==> src/rtl/mux_scan_sampler.sv <==
// rtl/mux_scan_sampler.sv - N_CH:1 registered mux with manual select and timed channel scan
// Manual mode follows sel each cycle; scan mode walks every channel once per start pulse.
module mux_scan_sampler #(
  parameter int N_CH  = 16,
  parameter int WIDTH = 8,
  parameter int DWELL = 1,
  localparam int SW   = $clog2(N_CH)
) (
  input  logic                    clk,
  input  logic                    rst,
  input  logic [N_CH*WIDTH-1:0]   in_data,
  input  logic                    mode,
  input  logic [SW-1:0]           sel,
  input  logic                    start,
  input  logic                    abort,
  output logic [WIDTH-1:0]        out_data,
  output logic [SW-1:0]           out_ch,
  output logic                    out_valid,
  output logic                    busy,
  output logic                    done
);

  localparam int DW = (DWELL > 1) ? $clog2(DWELL) : 1;

  typedef enum logic {
    IDLE = 1'b0,
    SCAN = 1'b1
  } state_t;

  state_t         state, state_n;
  logic [SW-1:0]  ch, ch_n;
  logic [DW-1:0]  dwell_cnt, dwell_n;

  logic [WIDTH-1:0] data_n;
  logic [SW-1:0]    och_n;
  logic             valid_n;
  logic             done_n;

  logic last_dwell;
  logic last_ch;

  // Indices beyond N_CH-1 (non-power-of-two banks) read as zero.
  function automatic logic [WIDTH-1:0] pick(input logic [SW-1:0]         idx,
                                            input logic [N_CH*WIDTH-1:0] bus);
    logic [WIDTH-1:0] r;
    r = '0;
    for (int i = 0; i < N_CH; i++) begin
      if (idx == SW'(i)) begin
        r = bus[i*WIDTH +: WIDTH];
      end
    end
    return r;
  endfunction

  assign last_dwell = (dwell_cnt == DW'(DWELL - 1));
  assign last_ch    = (ch == SW'(N_CH - 1));
  assign busy       = (state == SCAN);

  always_ff @(posedge clk) begin
    if (rst) begin
      state     <= IDLE;
      ch        <= '0;
      dwell_cnt <= '0;
      out_data  <= '0;
      out_ch    <= '0;
      out_valid <= 1'b0;
      done      <= 1'b0;
    end else begin
      state     <= state_n;
      ch        <= ch_n;
      dwell_cnt <= dwell_n;
      out_data  <= data_n;
      out_ch    <= och_n;
      out_valid <= valid_n;
      done      <= done_n;
    end
  end

  always_comb begin
    state_n = state;
    ch_n    = ch;
    dwell_n = dwell_cnt;
    case (state)
      IDLE: begin
        if (mode && start) begin
          state_n = SCAN;
          ch_n    = '0;
          dwell_n = '0;
        end
      end
      SCAN: begin
        if (abort) begin
          state_n = IDLE;
        end else if (last_dwell) begin
          dwell_n = '0;
          if (last_ch) begin
            state_n = IDLE;
          end else begin
            ch_n = ch + SW'(1);
          end
        end else begin
          dwell_n = dwell_cnt + DW'(1);
        end
      end
      default: state_n = IDLE;
    endcase
  end

  // Data/channel hold their last value whenever nothing is sampled.
  always_comb begin
    data_n  = out_data;
    och_n   = out_ch;
    valid_n = 1'b0;
    done_n  = 1'b0;
    case (state)
      IDLE: begin
        if (!mode) begin
          data_n  = pick(sel, in_data);
          och_n   = sel;
          valid_n = 1'b1;
        end
      end
      SCAN: begin
        if (!abort && last_dwell) begin
          data_n  = pick(ch, in_data);
          och_n   = ch;
          valid_n = 1'b1;
          done_n  = last_ch;
        end
      end
      default: ;
    endcase
  end

endmodule

==> config.mk <==
export PLATFORM = sky130hd
export DESIGN_NAME = mux_scan_sampler
export DESIGN_NICKNAME = d
export VERILOG_FILES = /design/src/rtl/mux_scan_sampler.sv
export SDC_FILE = /design/constraint.sdc
export NUM_CORES = 1
export LEC_CHECK = 0
export CORE_AREA = 5 5 102 114
export CTS_CLUSTER_SIZE = 14
export DETAILED_ROUTE_END_ITERATION = 10
export DIE_AREA = 0 0 107 119
export PLACE_DENSITY = 0.71
export SYNTH_ARGS = -nofsm -noshare
export SYNTH_HDL_FRONTEND = slang
export SYNTH_SLANG_ARGS = --single-unit
export TNS_END_PERCENT = 5
==> constraint.sdc <==
create_clock -name clk -period 4.2 [get_ports clk]
set_clock_uncertainty 0.2 [all_clocks]
set_input_delay 0.84 -clock clk [delete_from_list [all_inputs] [get_ports clk]]
set_output_delay 0.84 -clock clk [all_outputs]
set_load 0.01 [all_outputs]
Yosys cells after proc, flatten, opt, wreduce, memory -nomap -nowiden
Index checks and enable logic that the tools add are counted.
- reductions and logical operators: 9
- add/subtract/negate cells: 2
- bitwise operators: 3
- mux-type cells: 55
- eq/ne operators: 36
- operator list (kind ; count):
    $mux W8 ; 34
    $eq A4 B4 Y1 const B ; 16
    $eq A4 B3 Y1 const B ; 8
    $mux W4 ; 6
    $eq A4 B2 Y1 const B ; 4
    $pmux W4 S2 ; 2
    $pmux W8 S2 ; 1
    $ne A2 B2 Y1 const B ; 5
    $mux W1 ; 9
    $eq A4 B1 Y1 const B ; 2
    $logic_not A4 Y1 ; 2
    $pmux W1 S2 ; 3
    $add A4 B1 Y4 const B ; 1
    $reduce_and A2 Y1 ; 2
    $reduce_and A4 Y1 ; 1
    $not A1 Y1 ; 3
    $reduce_or A3 Y1 ; 1
    $logic_and A1 B1 Y1 ; 2
    $ne A2 B1 Y1 const B ; 1
    $add A1 B1 Y1 const B ; 1
    $logic_not A1 Y1 ; 1
- input bits: 137
- output and inout port bits: 15
- logic and storage cells: 112
- register bits after elaboration: 20

Longest topological paths before layout
Gate-level depths: netlist of run 1.
- depth after elaboration: 19
- gate-level depth with buffers: 10
- depth with buffers taken out: 8

Worst setup path before layout of run 1
Ideal clock, no wire load.
- kind: input port to flip-flop
- start: in sel[0]
- end: reg out_data[5]
- setup time: 126 ps
- setup slack: 1766 ps
- data required time: 3874 ps
- path buffers: 1
- stages: 5
- arrival time: 2108 ps
- cells stage by stage: buf_6 > mux4_1 > mux4_2 > nand4b_1 > nand3_1
- word-level cells in the longest chain between the ends: 19
- elaborated cells on any way between the ends: 34
- classes of those cells: eq/ne (15); mux (18); reduce/logical (1)
- RTL lines (what ; line ; text):
    start, declared ; 13 ; input logic [SW-1:0] sel,
    $logic_not A4 Y1 ; 48 ; if (idx == SW'(i)) begin
    $mux W8 (15 in series) ; 48 ;
    $mux W8 (*) ; 48 ;
    $mux W8 (*) ; 117 ; if (!mode) begin
    $pmux W8 S2 (*) ; 115 ; case (state)
    end signal, assigned ; 72 ; out_data <= data_n;
    end, declared ; 16 ; output logic [WIDTH-1:0] out_data,
Mark *: on every way between the ends. The rest lies on a longest branch, timed or not. The select of a mux whose other input is x is not followed.
A chain may end at the register's enable or synchronous reset.

Worst setup path after layout of run 1
- start: in sel[2]
- end: reg out_data[4]
The elaborated chain is that of the path after synthesis.

==> key figures, run 1 <==
Run status
  – Status: complete, no violations

Clock tree
  – Resized Gates After CTS: 0
  – Clk sinks: 19
  – Hold buffers post-CTS: 0
  – Skew-Pair Late Insertion Delay: 0.25 ns
  – # Post-CTS Setup Buffers: 0
  – CTS Root Cell: clkbuf_16
  – Reg clk slew, reported paths: around 0.060 ns
  – H-tree levels: 1
  – Clk buf depth: 2
  – CTS buffer count: 3
  – CTS tree: done

Final layout
  – # diodes: 0
  – Layout area overhead: 46.5%
  – Share of layout cells above drive strength 1: 0.0713
  – Final Net Count: 759
  – Final Util: 0.506
  – Finished Layout Cells: 740

Run
  – Max-cap violations: 0

Yosys
  – Syn. warnings: 0
  – Async set-reset flop share out of synthesis: 0
  – Most frequent cells after synthesis: nor2_1, a21oi_1, o21ai_0
  – Seq/Total Area, Yosys: 0.107
  – Flops & latches, synth: 19
  – Cell count after synthesis: 485
  – Top post-synthesis cells by area: dfxtp_1, mux2i_1, a21oi_1
  – Post-synth EDFFs: 0
  – Post-Syn Nets: 626
  – Area of the mapped netlist: between 3000 and 4000 um^2
  – Netlist cell types: 62
  – Main synth FF type: dfxtp_1
  – Syn avg cell area: 7.30 um^2
  – Synth top area share: 0.107
  – Yosys top cell by area: dfxtp_1
  – Most common cell in the netlist: nor2_1

Die
  – Die ar.: 12700 um^2
  – Starting Density: 0.346
  – Core Area: 10200 um^2
  – Die Wd: 107 um
  – Cell Rows: 39
  – Die H: 119 um
  – Num ports: 152

Worst setup path
  – Critical R2R Capture: out_data[2]
  – Endpoint type of the worst setup path: flip-flop
  – Delay-heaviest family, CP: buffers and inverters
  – Worst EP arrival: between 3 and 4 ns
  – Setup CP Type: in2reg
  – Slowest CP cell: clkdlybuf4s50_1
  – CP peak stage delay: roughly 1.0 ns
  – CP Cell Sequence: clkdlybuf4s50_1, nand2b_1, o31ai_1, a21oi_1, a31oi_1, a2111oi_0, a211o_1
  – FF-to-FF Start: ch[0]
  – WP data required: just over 4 ns
  – Setup crit start: sel[2]
  – Cell depth of the worst flop-to-flop path: 9
  – Largest fanout on the critical path: 23
  – Worst setup SP type: primary input
  – R2r setup slk: 1.05 ns
  – Buf+Inv Stages, Crit Path: 1

STA
  – Hold_ws: 0.295 ns
  – Min Clock Period, post-route: 3.24 ns
  – Final setup viols: 0
  – Final Hold Viols: 0
  – F_max: 309 MHz
  – Slew @ Worst Pin: 0.960 ns
  – Fin Setup TNS: 0 ns
  – Fin crit share: 0.771
  – RSZ-0062 raised after global routing: false
  – Worst slew margin: 0.358
  – PnR worst setup slack: roughly 0.96 ns
  – Final slew viol count: 0

Placed design
  – Port bufs: approximately 150
  – Hpwl dp: about 13000 um
  – Setup WS pre-CTS: ~0.8 ns
  – Global placement routability congestion: 0.968
  – # placed instances: between 700 and 800

Global routing
  – Grt total ovfl: 0
  – Total track usage: 0.255
  – Largest net degree at the start of global routing: 29
  – Initial antenna violation count: 0
  – First-pass GRT wire length: 25900 um
  – Vias in the first global route: 4583

Drt
  – WL per Instance: 23.2 um
  – DRC viols: 0
  – Detail Route Antenna Nets: 0
  – Total routed wirelength: 17200 um
  – DRT iter0 DRCs: 560
  – Via/cell ratio: 6.50
  – Via count: 4809
  – Drt pass-1 iters: 5

Hold path
  – Hold Path Stages: 2
  – HP Start: out_data[2]
  – Min-Delay Endpoint: out_data[2]
  – Worst min path class: reg2reg

Pwr
  – Lkg Pwr: about 1.9 nW
  – VDD IR max: 0.126 mV
  – PD cells: 162 nW/um^2
==> power by group <==
group / internal [W] / total [W] / switching, W
combinational: 0.000237 / 0.000430 / 0.000193
sequential: 0.000193 / 0.000206 / 0.0000126
clock: 0.000129 / 0.000206 / 0.0000763
==> metal layers <==
metal  track usage  part of all wire  vias to the layer above
met4        0.0480             0.019                        0
li1              -                 -                     2180
met1         0.352              0.42                     2261
met2         0.411              0.45                      333
met5             0                 0                        -
met3        0.0547              0.11                       35
==> through the flow <==
step / total power [W] / instance area [um^2]
floorplan: 0.000399 / 3540
global placement: 0.000628 / 5110
detailed placement: 0.000631 / 5110
CTS: 0.000837 / 5190
global route: 0.000878 / 5190
finish: 0.000842 / 5190
==> state kept, by name, indices dropped and copies added, names as in the netlist <==
signal,cells
ch,4
out_data,8
out_ch,4
done,1
out_valid,1
busy,1
==> cells in the final DEF (no fill, tap or decap), types with 3 or more instances in the layout <==
master           count
a221oi_1            11
o22ai_1             23
clkdlybuf4s50_1    150
nor2_1              52
o211ai_1             6
clkbuf_16            3
a211o_1              3
mux4_2               3
mux2i_1             28
o21ai_0             35
nand4b_1             3
nand2_1             24
buf_4               21
o31ai_1              6
a22o_1               4
ha_1                 4
a22oi_1             17
a31oi_1              5
nand3_1             10
mux4_1               7
o31a_1               3
nand4_1              3
and2b_1              3
o221ai_1             5
a21oi_1             40
inv_1               17
o221a_2              5
a311o_1              3
a311oi_1             4
nand2b_1            15
nor3_1               5
a221o_1              4
dfxtp_1             19
nor2b_1             11
o21a_1               4
a211oi_1            12
o22a_1               3
o32ai_1              5
nand3b_1             3
mux2_2               8
==> cell families after synthesis <==
| kind of cell | after synthesis | synth area share |
|---|---|---|
| flops | 19 | 0.107 |
| compound gates | 213 | 0.415 |
| simple gates | 140 | 0.194 |
| xor+xnor | 2 | 0.00495 |
| fa+ha+maj | 4 | 0.0141 |
| mux | 46 | 0.176 |
| buf+inv | 61 | 0.0883 |
==> worst reg2reg max path, stage by stage, from the launching register on <==
cell and delay [ns]:
dfxtp_1 0.48, inv_1 0.11, ha_1 0.49, buf_4 0.34
or3_1 0.44, a21oi_1 0.16, o22ai_1 0.10, a22oi_1 0.30
o221ai_1 0.16, a311oi_1 0.30
==> layout make-up <==
class | instances | area (um^2)
Clock buffer | 4 | 78.8
Fill cell | 1027 | 5060
Inverter | 17 | 63.8
Multi-Input combinational cell | 405 | 2850
Sequential cell | 19 | 380
Tap cell | 123 | 154
Timing Repair Buffer | 172 | 1660
==> worst max-delay path by stage <==
stage / end / depth (start not counted)
CTS: out_data[0] / 7
floorplan: out_data[5] / 5
detailed placement: out_data[1] / 7
global route: out_data[4] / 7
global placement: out_data[1] / 7
finish: out_data[4] / 7
Power figures use the tool's default switching activity.
==> run 2: changes to the inputs <==
==> constraint.sdc (replaced) <==
create_clock -name clk -period 3.3 [get_ports clk]
set_clock_uncertainty 0.2 [all_clocks]
set_input_delay 0.66 -clock clk [delete_from_list [all_inputs] [get_ports clk]]
set_output_delay 0.66 -clock clk [all_outputs]
set_load 0.01 [all_outputs]
==> run 2 against run 1 <==
  * Die area unchanged
  * Global-route usage rose by 0.61 points
  * Critical path depth did not move
  * Combinational power grew 30%
  * Highest routed layer unchanged
  * Largest power group unchanged
==> key figures, run 2 (same netlist as run 1, synthesis figures left out) <==
Run status
  – Status: complete, no violations

Drt
  – Metal2 WL: 7870 um
  – Metal-1 WL: 7130 um
  – Total routed wirelength: 17400 um
  – Via count: 4785
  – DRT iter0 DRCs: between 400 and 500
  – DRC viols: 0
  – DR top layer: met4
  – Detail Route Antenna Nets: 0
  – Met3 WL: approximately 2000 um
  – WL per Instance: 23.2 um
  – Via/cell ratio: 6.39
  – Drt pass-1 iters: 6

Clock tree
  – Reg clk slew, reported paths: 0.06 ns
  – Skew-Pair Late Insertion Delay: 0.25 ns
  – # Post-CTS Setup Buffers: 0
  – CTS Root Cell: clkbuf_16
  – Clk buf depth: 2
  – CTS tree: done
  – Resized Gates After CTS: 0
  – Hold buffers post-CTS: 0
  – Clk sinks: 19
  – H-tree levels: 1
  – CTS buffer count: 3

Global routing
  – Grt total ovfl: 0
  – Total track usage: 0.261
  – Vias in the first global route: 4719
  – Largest net degree at the start of global routing: 38
  – First-pass GRT wire length: 26600 um
  – Initial antenna violation count: 0

Die
  – Die Wd: 107 um
  – Cell Rows: 39
  – Num ports: 152
  – Starting Density: 0.346
  – Die H: 119 um
  – Core Area: 10200 um^2
  – Die ar.: 12700 um^2

Final layout
  – Final Util: 0.515
  – Commonest non-fill, non-tap cells in the layout: clkdlybuf4s50_1, nor2_1, a21oi_1
  – Commonest non-fill, non-tap cell in the layout: clkdlybuf4s50_1
  – Final Net Count: 768
  – # diodes: 0
  – Share of layout cells above drive strength 1: 0.0847
  – Largest regs: out_data: 8 flops, ch: 4 flops, out_ch: 4 flops
  – Layout area overhead: 49.2%
  – Most flops, register: out_data
  – Max reg flops: 8
  – Design area: 5280 um^2

Placed design
  – Post-DP Area: about 5200 um^2
  – Global placement routability congestion: a little under 1
  – Port bufs: 151
  – Hpwl dp: 13900 um

Worst setup path
  – Critical R2R Capture: out_data[2]
  – Slowest CP cell: ha_1
  – Cell depth of the worst flop-to-flop path: 7
  – Worst EP arrival: 2.83 ns
  – Setup CP Type: reg2reg
  – R2r setup slk: 0.42 ns
  – Buf+Inv Stages, Crit Path: 1
  – Worst setup SP type: flip-flop
  – Largest fanout on the critical path: 11
  – Delay-heaviest family, CP: compound AO/OA/AOI/OAI gates
  – CP Cell Sequence: ha_1, inv_1, nor2_2, a22oi_1, o22ai_1, o221ai_1, a311oi_1
  – WP data required: about 3.3 ns
  – FF-to-FF Start: ch[1]
  – Endpoint type of the worst setup path: flip-flop
  – CP peak stage delay: 0.48 ns

Pwr
  – Total net switching power: 0.000360 W
  – VDD IR max: 0.168 mV
  – Pint: 0.000720 W
  – Sw frac: 0.334
  – Clock share of power: 0.242
  – Combinational Power Share: 0.515
  – PD cells: 205 nW/um^2
  – Power Total: approximately 0.0011 W
  – Seq pwr share: 0.243
  – Lkg Pwr: 1.95 nW

STA
  – Fin Setup TNS: 0 ns
  – RSZ-0062 raised after global routing: false
  – Min Clock Period, post-route: ~2.9 ns
  – Slew @ Worst Pin: 0.870 ns
  – F_max: between 300 and 400 MHz
  – Fin crit share: 0.871
  – Final slew viol count: 0
  – Final setup viols: 0
  – Worst slew margin: 0.415
  – Final Hold Viols: 0

Hold path
  – Worst min path class: reg2reg
  – Hold Path Stages: 2
  – Min-Delay Endpoint: out_data[1]
  – HP Start: out_data[1]

Run
  – Max-cap violations: 0
-- run 2: metrics by stage --
stage          std cells  hold slack [ns]  setup slack, ns
6_report             749            0.287            0.425
3_3_place_gp         745            0.285            0.454
4_1_cts              749            0.279            0.454
2_1_floorplan        485            0.278             1.05
5_1_grt              749            0.295            0.309
3_5_place_dp         745            0.271            0.413
-- run 2: worst max path at each step --
stage | from | to | slack (ns) | cells after the start
floorplan | sel[0] | out_data[5] | 1.05 | 5
global placement | sel[1] | out_data[4] | 0.45 | 9
detailed placement | sel[2] | out_data[1] | 0.41 | 7
CTS | ch[0] | out_data[2] | 0.45 | 6
global route | ch[0] | out_data[6] | 0.31 | 6
finish | ch[1] | out_data[2] | 0.42 | 7
-- run 2: area by class of cell --
type	instances	area [um^2]
multi-input combinational	405	2850
timing repair buffer	181	1760
sequential	19	380
inverter	17	63.8
tap	123	154
fill	1019	4970
clock buffer	4	78.8
-- run 2: power groups by stage --
stage               Clock (W)  Combinational (W)  Sequential (W)
floorplan                   0           0.000241        0.000268
global placement            0           0.000546        0.000267
detailed placement          0           0.000545        0.000267
CTS                  0.000270           0.000548        0.000262
global route         0.000274           0.000591        0.000265
finish               0.000261           0.000557        0.000263
-- run 2: per-layer routing --
layer	track usage	up-vias
li1	-	2191
met1	0.358	2199
met2	0.416	352
met3	0.0541	43
met4	0.0671	0
met5	0	-
-- run 2: tightest hold or removal path, stage by stage, from the launching register on --
cell	delay, ns
dfxtp_1	0.33
nand2_1	0.06
o31ai_1	0.05
